### config.mk
export PLATFORM = sky130hd
export DESIGN_NAME = control_unit
export DESIGN_NICKNAME = d
export VERILOG_FILES = /design/src/rtl/control_unit.sv
export SDC_FILE = /design/constraint.sdc
export NUM_CORES = 1
export LEC_CHECK = 0
export ABC_AREA = 1
export CAP_MARGIN = 25
export CORE_ASPECT_RATIO = 1.75
export CORE_MARGIN = 1
export CORE_UTILIZATION = 30
export CTS_CLUSTER_SIZE = 12
export DETAILED_ROUTE_END_ITERATION = 10
export DONT_BUFFER_PORTS = 1
export GPL_TIMING_DRIVEN = 0
export SLEW_MARGIN = 25
export SYNTH_ARGS = -nofsm -noshare
export SYNTH_HDL_FRONTEND = slang
export SYNTH_SLANG_ARGS = --single-unit
### constraint.sdc
create_clock -name clock -period 1.5 [get_ports clock]
set_input_delay 0 -clock clock [delete_from_list [all_inputs] [get_ports clock]]
set_output_delay 0 -clock clock [all_outputs]
set_load 0.1 [all_outputs]
### src/rtl/control_unit.sv
// control_unit: hardwired fetch/execute sequencer for the Phase 3 RISC CPU.
// States RESET, T0-T7 and HALT. Every output is decoded from the state
// register and the registered opcode. The only input that reaches an output
// combinationally is CON, and only in T6 of brx.
// Optional feature macro: CU_MEM_WAIT_EN adds a mem_ready handshake. T1, T6
// of ld and T7 of st then hold until mem_ready is sampled high.
module control_unit #(
  parameter int OPW = 5
) (
  input  logic        clock,
  input  logic        clear,
  input  logic [31:0] IR,
  input  logic        CON,
`ifdef CU_MEM_WAIT_EN
  input  logic        mem_ready,
`endif
  output logic        PCout,
  output logic        IncPC,
  output logic        PCin,
  output logic        MARin,
  output logic        MDRin,
  output logic        MDRout,
  output logic        memRead,
  output logic        ramEnable,
  output logic        IRin,
  output logic        Yin,
  output logic        Zin,
  output logic        Zhighout,
  output logic        Zlowout,
  output logic        HIin,
  output logic        HIout,
  output logic        LOin,
  output logic        LOout,
  output logic        Gra,
  output logic        Grb,
  output logic        Grc,
  output logic        Rin,
  output logic        Rout,
  output logic        BAout,
  output logic        R15in,
  output logic        Cout,
  output logic        CONin,
  output logic        InPort_Out,
  output logic        OutPort_In,
  output logic        ADD,
  output logic [4:0]  alu_op,
  output logic        run,
  output logic        illegal
);

  typedef enum logic [3:0] {
    S_RESET, S_T0, S_T1, S_T2, S_T3, S_T4, S_T5, S_T6, S_T7, S_HALT
  } state_t;

  typedef enum logic [4:0] {
    C_LD, C_LDI, C_ST, C_ALU, C_IMM, C_MULDIV, C_NEGNOT, C_BRX, C_JR,
    C_JAL, C_IN, C_OUT, C_MFHI, C_MFLO, C_NOP, C_HALT, C_ILL
  } op_class_t;

  // ALU code used for address and branch-offset additions
  localparam logic [4:0] ALU_ADD = 5'd3;

  state_t          state_q, state_d;
  logic [OPW-1:0]  opcode_q, opcode_d;
  op_class_t       op_class;
  logic [2:0]      last_t;
  logic [31:0]     op_w;
  logic            mem_ok;
  logic            exec;
  logic            ir_unused;

  // Only the opcode field of IR is consumed here.
  assign ir_unused = ^IR[31-OPW:0];

`ifdef CU_MEM_WAIT_EN
  assign mem_ok = mem_ready;
`else
  assign mem_ok = 1'b1;
`endif

  assign op_w = 32'(opcode_q);
  assign exec = (state_q == S_T3) || (state_q == S_T4) || (state_q == S_T5) ||
                (state_q == S_T6) || (state_q == S_T7);

  // Classify the registered opcode and find the final T-step of its sequence
  always_comb begin
    op_class = C_ILL;
    if (op_w == 32'd0)                         op_class = C_LD;
    else if (op_w == 32'd1)                    op_class = C_LDI;
    else if (op_w == 32'd2)                    op_class = C_ST;
    else if (op_w >= 32'd3 && op_w <= 32'd11)  op_class = C_ALU;
    else if (op_w >= 32'd12 && op_w <= 32'd14) op_class = C_IMM;
    else if (op_w == 32'd15 || op_w == 32'd16) op_class = C_MULDIV;
    else if (op_w == 32'd17 || op_w == 32'd18) op_class = C_NEGNOT;
    else if (op_w == 32'd19)                   op_class = C_BRX;
    else if (op_w == 32'd20)                   op_class = C_JR;
    else if (op_w == 32'd21)                   op_class = C_JAL;
    else if (op_w == 32'd22)                   op_class = C_IN;
    else if (op_w == 32'd23)                   op_class = C_OUT;
    else if (op_w == 32'd24)                   op_class = C_MFHI;
    else if (op_w == 32'd25)                   op_class = C_MFLO;
    else if (op_w == 32'd26)                   op_class = C_NOP;
    else if (op_w == 32'd27)                   op_class = C_HALT;

    last_t = 3'd3;
    case (op_class)
      C_LD, C_ST:                 last_t = 3'd7;
      C_LDI, C_ALU, C_IMM:        last_t = 3'd5;
      C_MULDIV, C_BRX:            last_t = 3'd6;
      C_NEGNOT, C_JAL:            last_t = 3'd4;
      default:                    last_t = 3'd3;
    endcase
  end

  // State and opcode registers; clear wins over everything
  always_ff @(posedge clock) begin
    if (clear) begin
      state_q  <= S_RESET;
      opcode_q <= '0;
    end else begin
      state_q  <= state_d;
      opcode_q <= opcode_d;
    end
  end

  // Next-state sequencing, opcode capture on the T2->T3 edge
  always_comb begin
    state_d  = state_q;
    opcode_d = opcode_q;
    case (state_q)
      S_RESET: state_d = S_T0;
      S_T0:    state_d = S_T1;
      S_T1:    if (mem_ok) state_d = S_T2;
      S_T2: begin
        state_d  = S_T3;
        opcode_d = IR[31 -: OPW];
      end
      S_T3: begin
        if (op_class == C_HALT)   state_d = S_HALT;
        else if (last_t == 3'd3)  state_d = S_T0;
        else                      state_d = S_T4;
      end
      S_T4:    state_d = (last_t == 3'd4) ? S_T0 : S_T5;
      S_T5:    state_d = (last_t == 3'd5) ? S_T0 : S_T6;
      S_T6: begin
        if (op_class == C_LD && !mem_ok) state_d = S_T6;
        else                              state_d = (last_t == 3'd6) ? S_T0 : S_T7;
      end
      S_T7: begin
        if (op_class == C_ST && !mem_ok) state_d = S_T7;
        else                              state_d = S_T0;
      end
      S_HALT:  state_d = S_HALT;
      default: state_d = S_RESET;
    endcase
  end

  // Moore output decode from state and opcode class
  always_comb begin
    PCout = 1'b0; IncPC = 1'b0; PCin = 1'b0; MARin = 1'b0; MDRin = 1'b0;
    MDRout = 1'b0; memRead = 1'b0; ramEnable = 1'b0; IRin = 1'b0; Yin = 1'b0;
    Zin = 1'b0; Zhighout = 1'b0; Zlowout = 1'b0; HIin = 1'b0; HIout = 1'b0;
    LOin = 1'b0; LOout = 1'b0; Gra = 1'b0; Grb = 1'b0; Grc = 1'b0; Rin = 1'b0;
    Rout = 1'b0; BAout = 1'b0; R15in = 1'b0; Cout = 1'b0; CONin = 1'b0;
    InPort_Out = 1'b0; OutPort_In = 1'b0; ADD = 1'b0; alu_op = 5'd0;
    illegal = 1'b0;
    run = (state_q != S_RESET) && (state_q != S_HALT);

    case (state_q)
      S_T0:    begin PCout = 1'b1; MARin = 1'b1; IncPC = 1'b1; end
      S_T1:    begin memRead = 1'b1; MDRin = 1'b1; end
      S_T2:    begin MDRout = 1'b1; IRin = 1'b1; end
      default: ;
    endcase

    if (exec) begin
      case (op_class)
        C_LD, C_LDI, C_ST: begin
          case (state_q)
            S_T3: begin Grb = 1'b1; BAout = 1'b1; Yin = 1'b1; end
            S_T4: begin Cout = 1'b1; ADD = 1'b1; alu_op = ALU_ADD; Zin = 1'b1; end
            S_T5: begin
              Zlowout = 1'b1;
              if (op_class == C_LDI) begin Gra = 1'b1; Rin = 1'b1; end
              else                   MARin = 1'b1;
            end
            S_T6: begin
              MDRin = 1'b1;
              if (op_class == C_ST) begin Gra = 1'b1; Rout = 1'b1; end
              else                  memRead = 1'b1;
            end
            S_T7: begin
              if (op_class == C_ST) ramEnable = 1'b1;
              else begin MDRout = 1'b1; Gra = 1'b1; Rin = 1'b1; end
            end
            default: ;
          endcase
        end
        C_ALU, C_IMM: begin
          case (state_q)
            S_T3: begin Grb = 1'b1; Rout = 1'b1; Yin = 1'b1; end
            S_T4: begin
              if (op_class == C_IMM) Cout = 1'b1;
              else begin Grc = 1'b1; Rout = 1'b1; end
              alu_op = 5'(opcode_q);
              Zin    = 1'b1;
            end
            S_T5: begin Zlowout = 1'b1; Gra = 1'b1; Rin = 1'b1; end
            default: ;
          endcase
        end
        C_MULDIV: begin
          case (state_q)
            S_T3: begin Gra = 1'b1; Rout = 1'b1; Yin = 1'b1; end
            S_T4: begin Grb = 1'b1; Rout = 1'b1; alu_op = 5'(opcode_q); Zin = 1'b1; end
            S_T5: begin Zlowout = 1'b1; LOin = 1'b1; end
            S_T6: begin Zhighout = 1'b1; HIin = 1'b1; end
            default: ;
          endcase
        end
        C_NEGNOT: begin
          case (state_q)
            S_T3: begin Grb = 1'b1; Rout = 1'b1; alu_op = 5'(opcode_q); Zin = 1'b1; end
            S_T4: begin Zlowout = 1'b1; Gra = 1'b1; Rin = 1'b1; end
            default: ;
          endcase
        end
        C_BRX: begin
          case (state_q)
            S_T3: begin Gra = 1'b1; Rout = 1'b1; CONin = 1'b1; end
            S_T4: begin PCout = 1'b1; Yin = 1'b1; end
            S_T5: begin Cout = 1'b1; ADD = 1'b1; alu_op = ALU_ADD; Zin = 1'b1; end
            // Branch taken only when the latched condition holds
            S_T6: begin Zlowout = CON; PCin = CON; end
            default: ;
          endcase
        end
        C_JR: if (state_q == S_T3) begin Gra = 1'b1; Rout = 1'b1; PCin = 1'b1; end
        C_JAL: begin
          case (state_q)
            S_T3: begin PCout = 1'b1; R15in = 1'b1; end
            S_T4: begin Gra = 1'b1; Rout = 1'b1; PCin = 1'b1; end
            default: ;
          endcase
        end
        C_IN:   if (state_q == S_T3) begin InPort_Out = 1'b1; Gra = 1'b1; Rin = 1'b1; end
        C_OUT:  if (state_q == S_T3) begin Gra = 1'b1; Rout = 1'b1; OutPort_In = 1'b1; end
        C_MFHI: if (state_q == S_T3) begin HIout = 1'b1; Gra = 1'b1; Rin = 1'b1; end
        C_MFLO: if (state_q == S_T3) begin LOout = 1'b1; Gra = 1'b1; Rin = 1'b1; end
        C_ILL:  if (state_q == S_T3) illegal = 1'b1;
        default: ;
      endcase
    end
  end

endmodule
Word-level counts from Yosys, hierarchy flattened

Memory sizes are Yosys's and may differ from the RTL's.
Index checks and enable logic that the tools add are counted.

Magnitude comparators: 4
Reductions and logical operators: 24
Multiplexer cells: 113
Equality and inequality tests: 44

Operator list:

| operator                                                                         | count |
|---|---|
| 5-bit two-way mux                                                                | 19 |
| 1-bit two-way mux                                                                | 70 |
| 5-bit equality test, second input constant                                       | 13 |
| 5-bit by 4-bit equality test with 1-bit output, second input constant            | 8 |
| 4-bit one-hot mux with 9 select lines                                            | 1 |
| 32-bit zero test                                                                 | 1 |
| 5-bit by 3-bit equality test with 1-bit output, second input constant            | 4 |
| 5-bit one-hot mux with 4 select lines                                            | 1 |
| 4-bit by 3-bit equality test with 1-bit output, second input constant            | 4 |
| 5-bit by 2-bit equality test with 1-bit output, second input constant            | 3 |
| 1-bit one-hot mux with 3 select lines                                            | 5 |
| 3-bit two-way mux                                                                | 4 |
| 1-bit one-hot mux with 2 select lines                                            | 6 |
| 6-bit OR reduction                                                               | 2 |
| 5-bit by 1-bit equality test with 1-bit output, second input constant            | 2 |
| 5-bit by 4-bit less-or-equal comparator with 1-bit output, second input constant | 2 |
| 3-bit equality test, second input constant                                       | 3 |
| 3-bit OR reduction                                                               | 3 |
| 4-bit by 2-bit equality test with 1-bit output, second input constant            | 2 |
| 4-bit equality test, second input constant                                       | 2 |
| 4-bit two-way mux                                                                | 2 |
| 1-bit one-hot mux with 4 select lines                                            | 2 |
| 2-bit OR reduction                                                               | 4 |
| 7-bit OR reduction                                                               | 1 |
| other kinds (13)                                                                 | 21 |

Word-level logic and storage cells: 188
Memory bits (read-only): 48
Register bits: 9
Input bits: 35
Output and inout bits: 36
Memories: 1

Memory list:

| name            | depth | width | rd ports | clocked after memory_dff | write ports | line | text |
|---|---|---|---|---|---|---|---|
| (no name shown) | 16    | 3     | 1        | 0                        | 0           | 106  | `case (op_class)` |

Logic depth before layout (Yosys ltp)

Gate-level depths: netlist of the first run.
An unclocked memory read counts as a cell.

Depth in word-level cells: 23
Mapped depth: 13
Mapped depth without buffers: 13

Least setup slack after synthesis of the first run

OpenSTA, ideal clock, no wires.

Kind: reg-to-output
From: reg state_q[0]
To: out alu_op[0]
Cell stages (with the launch flop): 9
Data required time: 1.500 ns
Path buffers: 0
Arrival time: 3.236 ns
Setup slack: -1.736 ns
Cell sequence: dfxtp_1 > inv_1 > nor2_1 > inv_1 > nor2_1 > inv_1 > nor2_1 > nor2_2 > o21ai_0

Longest elaborated chain between the ends: 6
Elaborated cells on any way between the ends: 15

Ends and longest elaborated chain:

| what                                                                                          | line | text |
|---|---|---|
| start: declaration                                                                            | 63   | `state_t state_q, state_d;` |
| start signal: assignment                                                                      | 121  | `state_q <= state_d;` |
| parallel branches: the longest is 5 deep, another holds 5-bit one-hot mux with 4 select lines | --   |  |
| 5-bit two-way mux (*)                                                                         | 176  | `if (exec) begin` |
| end: declaration                                                                              | 46   | `output logic [4:0] alu_op,` |

Mark *: on every way between the ends.

Worst setup path in the final report of the first run

From: reg opcode_q[2]
To: out Rout

Longest elaborated chain between the ends: 22
Elaborated cells on any way between the ends: 60

Ends and longest elaborated chain:

| what                                                                                                                    | line          | text |
|---|---|---|
| start: declaration                                                                                                      | 64            | `logic [OPW-1:0] opcode_q, opcode_d;` |
| start signal: assignment                                                                                                | 122           | `opcode_q <= opcode_d;` |
| 5-bit equality test                                                                                                     | 103           | `else if (op_w == 32'd27) op_class = C_HALT;` |
| 5-bit two-way mux                                                                                                       | 103           |  |
| 5-bit two-way mux                                                                                                       | 102           | `else if (op_w == 32'd26) op_class = C_NOP;` |
| 5-bit two-way mux                                                                                                       | 101           | `else if (op_w == 32'd25) op_class = C_MFLO;` |
| 5-bit two-way mux                                                                                                       | 100           | `else if (op_w == 32'd24) op_class = C_MFHI;` |
| 5-bit two-way mux                                                                                                       | 99            | `else if (op_w == 32'd23) op_class = C_OUT;` |
| 5-bit two-way mux                                                                                                       | 98            | `else if (op_w == 32'd22) op_class = C_IN;` |
| 5-bit two-way mux                                                                                                       | 97            | `else if (op_w == 32'd21) op_class = C_JAL;` |
| (+6 left out)                                                                                                           | --            |  |
| 5-bit two-way mux                                                                                                       | 90            | `else if (op_w == 32'd2) op_class = C_ST;` |
| 5-bit two-way mux                                                                                                       | 89            | `else if (op_w == 32'd1) op_class = C_LDI;` |
| 5-bit two-way mux (*)                                                                                                   | 88            | `if (op_w == 32'd0) op_class = C_LD;` |
| 5-bit by 3-bit equality test with 1-bit output / 5-bit by 2-bit equality test with 1-bit output (equally long branches) | 177, 203, 189 |  |
| 1-bit two-way mux (on tied branches)                                                                                    | 203, 189      |  |
| 1-bit one-hot mux with 2 select lines / 1-bit two-way mux (equally long branches)                                       | 200, 179      |  |
| 1-bit one-hot mux with 5 select lines (*)                                                                               | 177           | `case (op_class)` |
| 1-bit two-way mux (*)                                                                                                   | 176           |  |
| end: declaration                                                                                                        | 38            | `output logic Rout,` |

Mark *: on every way between the ends. The rest lies on a longest branch, timed or not.

==> results of run 1 <==
==> cell usage after synthesis (2+ instances only) <==
library cell  count
inv_1            27
o21ai_1           2
a211oi_1          5
nor2_1           38
dfxtp_1           9
inv_2             3
nand4_1           6
nor2_4            3
nand3_1          18
nand2_4           3
o21ai_0          10
buf_6             2
nand2_2           6
nor2_2            4
clkbuf_1          2
o211ai_1          3
nand2_1          43
nor3_1            7
a31oi_1           2
a21oi_1          11
buf_4             2
==> worst max-delay path by stage <==
stage	start	end	slack, ns	depth (start not counted)
floorplan	opcode_q[2]	Zlowout	-0.94	7
global placement	opcode_q[2]	Zlowout	-1.14	7
detailed placement	opcode_q[2]	alu_op[0]	-0.63	7
CTS	opcode_q[3]	Zhighout	-0.50	7
global route	opcode_q[2]	Gra	-0.65	11
finish	opcode_q[2]	Rout	-0.61	9
==> what timing repair did <==
| item | CTS | global route |
|---|---|---|
| pin swaps | 40 | 36 |
| gates cloned | 1 | 0 |
| setup endpoints to repair | 42 | 43 |
| endpoints found under the hold margin | 5 | 0 |
| hold buffers | 5 | 0 |
| resized for setup | 108 | 36 |
| setup buffers | 51 | 21 |
==> power by group through the flow <==
stage / clock network, mW / logic, mW / registers [mW]
final: 0.279 / 0.953 / 0.281
after global routing: 0.299 / 0.981 / 0.284
after CTS: 0.285 / 0.847 / 0.282
after detailed placement: 0 / 0.576 / 0.282
after global placement: 0 / 0.566 / 0.282
after floorplan: 0 / 0.509 / 0.279
==> logic make-up (layout without fill, tap and decap cells) <==
| kind of cell | after synthesis | count (layout) | share of synthesized area |
|---|---|---|---|
| buffers and inverters | 36 | 113 | 0.133 |
| DFF | 9 | 9 | 0.152 |
| AOI/OAI and AO/OA | 38 | 38 | 0.192 |
| and+or+nand+nor | 131 | 131 | 0.524 |
==> state kept, by name, summed over array words and instances, names as in the netlist <==
| name | cells |
|---|---|
| opcode_q | 5 |
| state_q | 4 |
==> per-stage QoR <==
step                worst slack, ns  instance area [sq um]
floorplan                    -0.939                   1550
global route                 -0.652                   2860
CTS                          -0.503                   2670
detailed placement           -0.633                   1700
finish                       -0.614                   2860
global placement              -1.14                   1610
==> cell usage in the layout, fill, tap and decap left out, types with 7 or more instances in the layout <==
cell type,n
nor2_1,8
dfxtp_4,8
buf_6,26
buf_4,35
inv_1,9
nand2_4,10
buf_12,7
nand2_2,12
nand2_1,26
o21ai_4,7
inv_2,8
nand3_1,13
nor2_4,35
==> layout make-up <==
class | instances | area [sq um]
Sequential cell | 9 | 210
Inverter | 30 | 164
Timing Repair Buffer | 73 | 768
Multi-Input combinational cell | 169 | 1520
Fill cell | 221 | 840
Buffer | 6 | 100
Clock buffer | 4 | 45.0
Tap cell | 46 | 57.6
==> per-layer routing <==
layer / vias up / part of all wire / GRT usage
li1: 869 / - / -
met1: 952 / 0.29 / 0.299
met5: - / 0 / 0
met2: 196 / 0.50 / 0.555
met3: 87 / 0.097 / 0.0771
met4: 0 / 0.11 / 0.247
==> flow_summary.ini, run 1 <==
[finish]
final_util = 0.773
num_antenna_cells = 0
num-nets-final = 327
area_growth_pct = 141
drive_gt1_frac = 0.704
stdcell_count = 337

[power_and_ir_drop]
power_mw = 1.51
p_sw_frac = 0.493
p_leak_nw = 1.23
p_per_area_nw_per_um2 = 529
p_seq_frac = 0.186
p_int_mw = 0.768
irDropWorstVdd_mv = 0.548
power_switching_mw = 0.746
pwr-share-clk = 0.184
pwr-share-comb = 0.630

[synth]
synth-main-ff-cell = dfxtp_1
syn_area_per_cell_sq_um = 5.55
synth_top_area_share = 0.152
syn-cell-area_sq_um = 1190
synth_edf_count = 0
synth_area_leaders = dfxtp_1, nand2_1, nor2_1, inv_1, nand3_1
synth_cells = 214
ys_async_sr_fraction = 0
synth.distinct_cells = 29
ys.warnings.count = 0
ys_ff_latch = 9
syn_nets = 249
yosysTopAreaCell = dfxtp_1
ys_seq_area_frac = 0.152

[critical_path]
cp_top_family = simple AND/OR/NAND/NOR gates
cp.arrival_ns = 2.11
slowest_delay_ns = 0.40
cp_slowest_cell = dfxtp_4
r2r_end = opcode_q[3]
timing.rr.start = state_q[3]
reg2reg_depth = 8
worstSetupPathType = reg -> out
path_max_fanout = 5
crit_top_cell = buf_6
cp_cell_sequence = nor2_4 > buf_6 > buf_6 > buf_6 > nand3_1 > nand3_1 > o21ai_2 > nand4_1 > buf_12
cp.required_ns = 1.50
rrSetupSlack_ns = -0.45
cp-end-kind = output pin
cp-start-kind = flip-flop
path_buf_inv = 4

[global_route]
grt_remaining_overflow = 0
grt_pass1_wl_microns = 9990
grt_start_max_net_pins = 11
grt_pass1_vias = 1989
grt_antenna_before_repair = 0
track_usage = 0.314

[cts]
clkTransAtPathRegs_ns = 0.04
numCtsBuffers = 3
cts.htree.levels = 1
clk-insertion-delay-late_ns = 0.23
clock-sinks = 9
cts_root_buffer = clkbuf_8
clockBufferDepth = 2
cts_tree = built

[hold_path]
worstHoldStart = clear
hold_class = in -> reg
whs_endpoint = state_q[3]
min_delay_path_depth = 2

[placed_design]
dp.cells = 265
place.detailed.hpwl_microns = 3390
io_buffers = 0
gp_congestion = 0.883

[timing]
hold_viol_final = 0
slew_viol_final = 0
fmax_ghz = 0.473
finalSetupViolCount = 43
slew_headroom = 0.340
layout_setup_ws_ns = -0.614
tns_ns = -16.70
period_needed_ns = 2.11
fin_crit_sh = 1.41
fin_skew_ns = 0.00168
tightest_slew_ns = 0.988
rsz0062_at_grt = true
whs_ns = 0.0222

[floorplan]
chipHeight_microns = 85.3
die-area_sq_um = 4230
rows = 29
core_area_sq_um = 3700
die_width_microns = 49.6
initial_core_util = 0.321
io_pins = 71

[outcome]
status = finished with violations
violations = setup timing

[routing]
vias_per_cell = 6.24
dr_total_vias = 2104
antenna_left = 0
firstDrtPassIters = 5
wl_per_cell_microns = 22.4
dr.first_iter.drc_count = 153
drcViolationCount = 0
wirelength_microns = 7530

[job]
maxCapViolations = 0
Note: power is estimated with default switching activity, not from simulation.
==> run 2, diff against run 1 <==
--- a/config.mk
+++ b/config.mk
@@ -10,3 +10,3 @@
 export CORE_ASPECT_RATIO = 1.75
-export CORE_MARGIN = 1
+export CORE_MARGIN = 8
 export CORE_UTILIZATION = 30
@@ -16,3 +16,3 @@
 export GPL_TIMING_DRIVEN = 0
-export SLEW_MARGIN = 25
+export SLEW_MARGIN = 15
 export SYNTH_ARGS = -nofsm -noshare
==> constraint.sdc (replaced) <==
create_clock -name clock -period 1.5 [get_ports clock]
set_input_delay 0.375 -clock clock [delete_from_list [all_inputs] [get_ports clock]]
set_output_delay 0.375 -clock clock [all_outputs]
set_load 0.1 [all_outputs]
==> run 2 against run 1 <==
Net effect:
- critical path type unchanged
- the flow still finishes with violations (setup timing)
- clock skew fell by 0.00080 ns
- critical path depth shrank 2
- final cell count increased by 1.2%
- non-clock buffer count rose by 2
- core utilization fell by 3.1 points
- sequential share of layout area about the same
- hold slack improved by 0.27 ns
- sequential cell count unchanged
- setup slack got worse by 0.31 ns
==> flow_summary.ini, run 2 (same netlist as run 1, synthesis figures left out) <==
[finish]
final_util = 0.742
final_cell_mix = buf_4, nor2_4, nand2_1, buf_6, nand2_2
fillCellCount = 234
num_antenna_cells = 0
multi_input_area_sq_um = 1490
top_register = opcode_q
area_growth_pct = 139
layout_commonest_cell = buf_4
final_area_sq_um = 2840
largest_reg_flops = 5
drive_gt1_frac = 0.724
regArea_sq_um = 210
num-nets-final = 329
top_regs = opcode_q: 5 flops, state_q: 4 flops

[timing]
tightest_slew_ns = 1.00
hold_viol_final = 0
fin_crit_sh = 1.61
period_needed_ns = 2.42
fmax_ghz = 0.413
layout_setup_ws_ns = -0.922
rsz0062_at_grt = true
tns_ns = -28.04
slew_viol_final = 0
slew_headroom = 0.330
fin_skew_ns = 0.000879
finalSetupViolCount = 45

[power_and_ir_drop]
p_leak_nw = 1.20
p_int_mw = 0.763
power_mw = 1.49
p_sw_frac = 0.488
irDropWorstVdd_mv = 0.575
pwr-share-comb = 0.619
p_seq_frac = 0.192
pwr-share-clk = 0.189
p_per_area_nw_per_um2 = 525
power_switching_mw = 0.728

[cts]
cts_hold_buf = 0
cts_root_buffer = clkbuf_8
clock-sinks = 9
clk-insertion-delay-late_ns = 0.23
cts.htree.levels = 1
clockBufferDepth = 2
cts_tree = built
numCtsBuffers = 3
clkTransAtPathRegs_ns = 0.04

[critical_path]
cp.required_ns = 1.12
cp_cell_sequence = inv_6 > nand2_1 > a21oi_2 > nand2_2 > nor2_4 > nor2_4 > o21ai_4
path_max_fanout = 8
worstSetupEndpoint = alu_op[1]
reg2reg_depth = 8
r2r_end = opcode_q[0]
cp-end-kind = output pin
cp.arrival_ns = 2.05
cp-startpoint = opcode_q[1]
cp_slowest_cell = o21ai_4
crit_top_cell = nor2_4
worstSetupPathType = reg -> out
cp-start-kind = flip-flop
cp_top_family = compound AO/OA/AOI/OAI gates
rrSetupSlack_ns = -0.43
timing.rr.start = state_q[3]
slowest_delay_ns = 0.59
path_buf_inv = 1
cp.depth = 7

[global_route]
grt_start_max_net_pins = 11
met1_usage = 0.171
grt_pass1_wl_microns = 9770
grt_util_met3 = 0.0372
grt_antenna_before_repair = 0
use_met2 = 0.352
grt_pass1_vias = 2054
track_usage = 0.190
top_usage_layer = met2
grt_remaining_overflow = 0

[routing]
drcViolationCount = 0
firstDrtPassIters = 4
dr_total_vias = 2017
vias_per_cell = 5.91
antenna_left = 0
dr.first_iter.drc_count = 98
wl_per_cell_microns = 21.0
wirelength_microns = 7150

[outcome]
status = finished with violations
violations = setup timing

[hold_path]
hold_class = in -> reg

[placed_design]
place.detailed.hpwl_microns = 3830
gp_congestion = 0.886
dp_slack_ns = -1.07
io_buffers = 0
dpl_cell_area_sq_um = 1750

[floorplan]
chipHeight_microns = 99.3
initial_core_util = 0.310
die-area_sq_um = 6310
die_width_microns = 63.6
io_pins = 71
core_area_sq_um = 3830
rows = 30

[job]
maxCapViolations = 0
run 2: changes by cell type in the layout (fill, tap and decap cells not counted), moves of 3 or more:
cell,change
dlygate4sd3_1,-5
buf_4,+9
nor2_4,-3
buf_6,-3
nor2_2,+3
run 2: power by group through the flow:
stage | sequential [mW] | clock, mW | combinational (mW)
6_report | 0.286 | 0.282 | 0.923
4_1_cts | 0.283 | 0.281 | 0.807
3_5_place_dp | 0.286 | 0 | 0.591
5_1_grt | 0.288 | 0.296 | 0.955
3_3_place_gp | 0.286 | 0 | 0.576
2_1_floorplan | 0.281 | 0 | 0.517
run 2: cell type report:
class                   instances  area share
repair buffers                 75       0.272
well taps                      48      0.0211
plain buffers                   6      0.0365
inverters                      30      0.0577
flip-flops and latches          9      0.0739
multi-input cells             169       0.523
clock buffers                   4      0.0158
run 2: how the worst min path moves through the flow:
stage / startpoint / end / cells past startpoint
floorplan: IR[27] / opcode_q[0] / 2
global placement: IR[27] / opcode_q[0] / 2
detailed placement: IR[27] / opcode_q[0] / 2
CTS: IR[27] / opcode_q[0] / 2
global route: IR[27] / opcode_q[0] / 2
finish: IR[27] / opcode_q[0] / 2
run 2: metrics by stage:
step / instances / hold slack [ns]
final: 341 / 0.292
after global routing: 341 / 0.291
after CTS: 322 / 0.292
after detailed placement: 268 / 0.538
after global placement: 262 / 0.535
after floorplan: 214 / 0.532
run 2: timing repair:
action                                 CTS  global route
setup endpoints to repair               45            45
pin swaps                               46            28
endpoints found under the hold margin    0             0
resized for setup                      102            31
buffers inserted                        50            24
cloned                                   0             1
run 2: metal layers:
| metal | up-vias | wire length [microns] |
|---|---|---|
| li1 | 873 | - |
| met1 | 972 | 2330 |
| met2 | 129 | 3950 |
| met3 | 43 | 437 |
| met4 | 0 | 439 |
| met5 | - | 0 |
==> run 3, diff against run 2 <==
Settings changed: PLACE_DENSITY set to 0.42, RECOVER_POWER set to 50, REMOVE_ABC_BUFFERS set to 1.
==> run 3 against run 2 <==
Net effect:
- the run still ends with setup timing left
- die area did not move
- setup slack worse by 0.0065 ns
- clock-buffer cell count stayed put
- global-route usage fell by 0.65 points
- first-iteration DRC count increased by 43%
- sequential cell count unchanged
- core utilization increased by 2.5 points
- sequential power rose by 2%
- final cell count decreased by 0.29%
- critical endpoint is now Zhighout
==> flow_summary.ini, run 3 (same netlist as run 1, synthesis figures left out) <==
[placed_design]
place.detailed.hpwl_microns = 3840
gp_congestion = 0.960
io_buffers = 0

[finish]
top_register = opcode_q
multi_input_area_sq_um = 1510
num-nets-final = 328
drive_gt1_frac = 0.743
top_regs = opcode_q: 5 flops, state_q: 4 flops
num_antenna_cells = 0
layout_commonest_cell = buf_4
final_cell_mix = buf_4, nor2_4, nand2_1, buf_6, nand2_2
fillCellCount = 234
regArea_sq_um = 211
area_growth_pct = 147
largest_reg_flops = 5

[timing]
fin_skew_ns = 0.000365
rsz0062_at_grt = true
layout_setup_ws_ns = -0.929
slew_headroom = 0.499
finalSetupViolCount = 45
period_needed_ns = 2.43
slew_viol_final = 0
whs_ns = 0.197
tightest_slew_ns = 0.771
hold_viol_final = 0
tns_ns = -25.50
fin_crit_sh = 1.62
fmax_ghz = 0.412

[global_route]
grt_antenna_before_repair = 0
grt_start_max_net_pins = 14
grt_pass1_vias = 1898
track_usage = 0.183
grt_pass1_wl_microns = 9430
grt_remaining_overflow = 0

[cts]
clkTransAtPathRegs_ns = 0.04
cts_hold_buf = 0
cts_tree = built
clock-sinks = 9
numCtsBuffers = 3
clk-insertion-delay-late_ns = 0.23
cts_root_buffer = clkbuf_8
clockBufferDepth = 2
cts.htree.levels = 1

[critical_path]
rrSetupSlack_ns = -0.27
cp_slowest_cell = nor2_4
cp.required_ns = 1.12
cp-start-kind = flip-flop
timing.rr.start = state_q[1]
path_max_fanout = 5
cp-end-kind = output pin
reg2reg_depth = 8
cp_cell_sequence = nor2_4 > nand2_4 > o21ai_4 > inv_4 > nor2_4 > clkbuf_16
slowest_delay_ns = 0.53
cp.arrival_ns = 2.05
crit_top_cell = nor2_4
worstSetupPathType = reg -> out
cp-startpoint = opcode_q[2]
r2r_end = opcode_q[4]

[outcome]
violations = setup timing
status = finished with violations

[hold_path]
min_delay_path_depth = 1
worstHoldStart = clear
whs_endpoint = state_q[2]
hold_class = in -> reg

[power_and_ir_drop]
p_per_area_nw_per_um2 = 512
irDropWorstVdd_mv = 0.560
p_leak_nw = 1.22

[routing]
vias_per_cell = 5.68
firstDrtPassIters = 4
drcViolationCount = 0
wirelength_microns = 7160
wl_per_cell_microns = 21.1
dr.first_iter.drc_count = 140
antenna_left = 0
dr_total_vias = 1930

[floorplan]
initial_core_util = 0.310
die_width_microns = 63.6
chipHeight_microns = 99.3
rows = 30
die-area_sq_um = 6310
core_area_sq_um = 3830
io_pins = 71

[job]
maxCapViolations = 0
[run 3: final cells by class]
cell class                      count  area share
Clock buffer                        4      0.0153
Inverter                           30      0.0587
Multi-Input combinational cell    169       0.515
Sequential cell                     9      0.0719
Tap cell                           48      0.0204
Timing Repair Buffer               80       0.318
[run 3: what timing repair did]
| action | in CTS | in global routing |
|---|---|---|
| pin swaps | 28 | 44 |
| cloned | 0 | 1 |
| buffers inserted | 35 | 31 |
| endpoints found under the setup margin | 45 | 45 |
| gates resized for setup | 146 | 76 |
[run 3: how the worst max path moves through the flow]
stage | endpoint | slack, ns | cells after the start
2_1_floorplan | HIin | -2.35 | 4
3_3_place_gp | Zhighout | -2.72 | 4
3_5_place_dp | alu_op[0] | -1.28 | 6
4_1_cts | Zhighout | -0.87 | 6
5_1_grt | Zhighout | -0.95 | 6
6_report | Zhighout | -0.93 | 6
[run 3: report_power, final]
group / internal [mW] / switching (mW) / leakage, nW / total, mW
clock network: 0.184 / 0.0879 / 0.0228 / 0.272
registers: 0.250 / 0.0429 / 0.0797 / 0.293
logic: 0.340 / 0.599 / 1.12 / 0.938
total: 0.774 / 0.729 / 1.22 / 1.50
[run 3: through the flow]
stage	utilization	total power, mW	setup slack, ns	cell area [sq um]	instances
2_1_floorplan	-	0.691	-2.35	1140	208
3_3_place_gp	0.314	0.753	-2.72	1200	256
3_5_place_dp	0.415	0.826	-1.28	1590	273
4_1_cts	0.635	1.34	-0.867	2430	311
5_1_grt	0.768	1.56	-0.953	2940	340
6_report	0.768	1.50	-0.929	2940	340
[run 3: metal layers]
metal,GRT usage,vias to the layer above,part of all wire
met5,0,-,0
met4,0.0950,0,0.066
met3,0.0428,40,0.048
met2,0.356,103,0.56
met1,0.168,916,0.33
li1,-,871,-
[run 3: critical path, delay by kind of cell (launching register included)]
kind,cells,cell delay [ns]
DFF,1,0.37
and+or+nand+nor,3,0.80
AOI/OAI and AO/OA,1,0.23
buffers and inverters,2,0.40
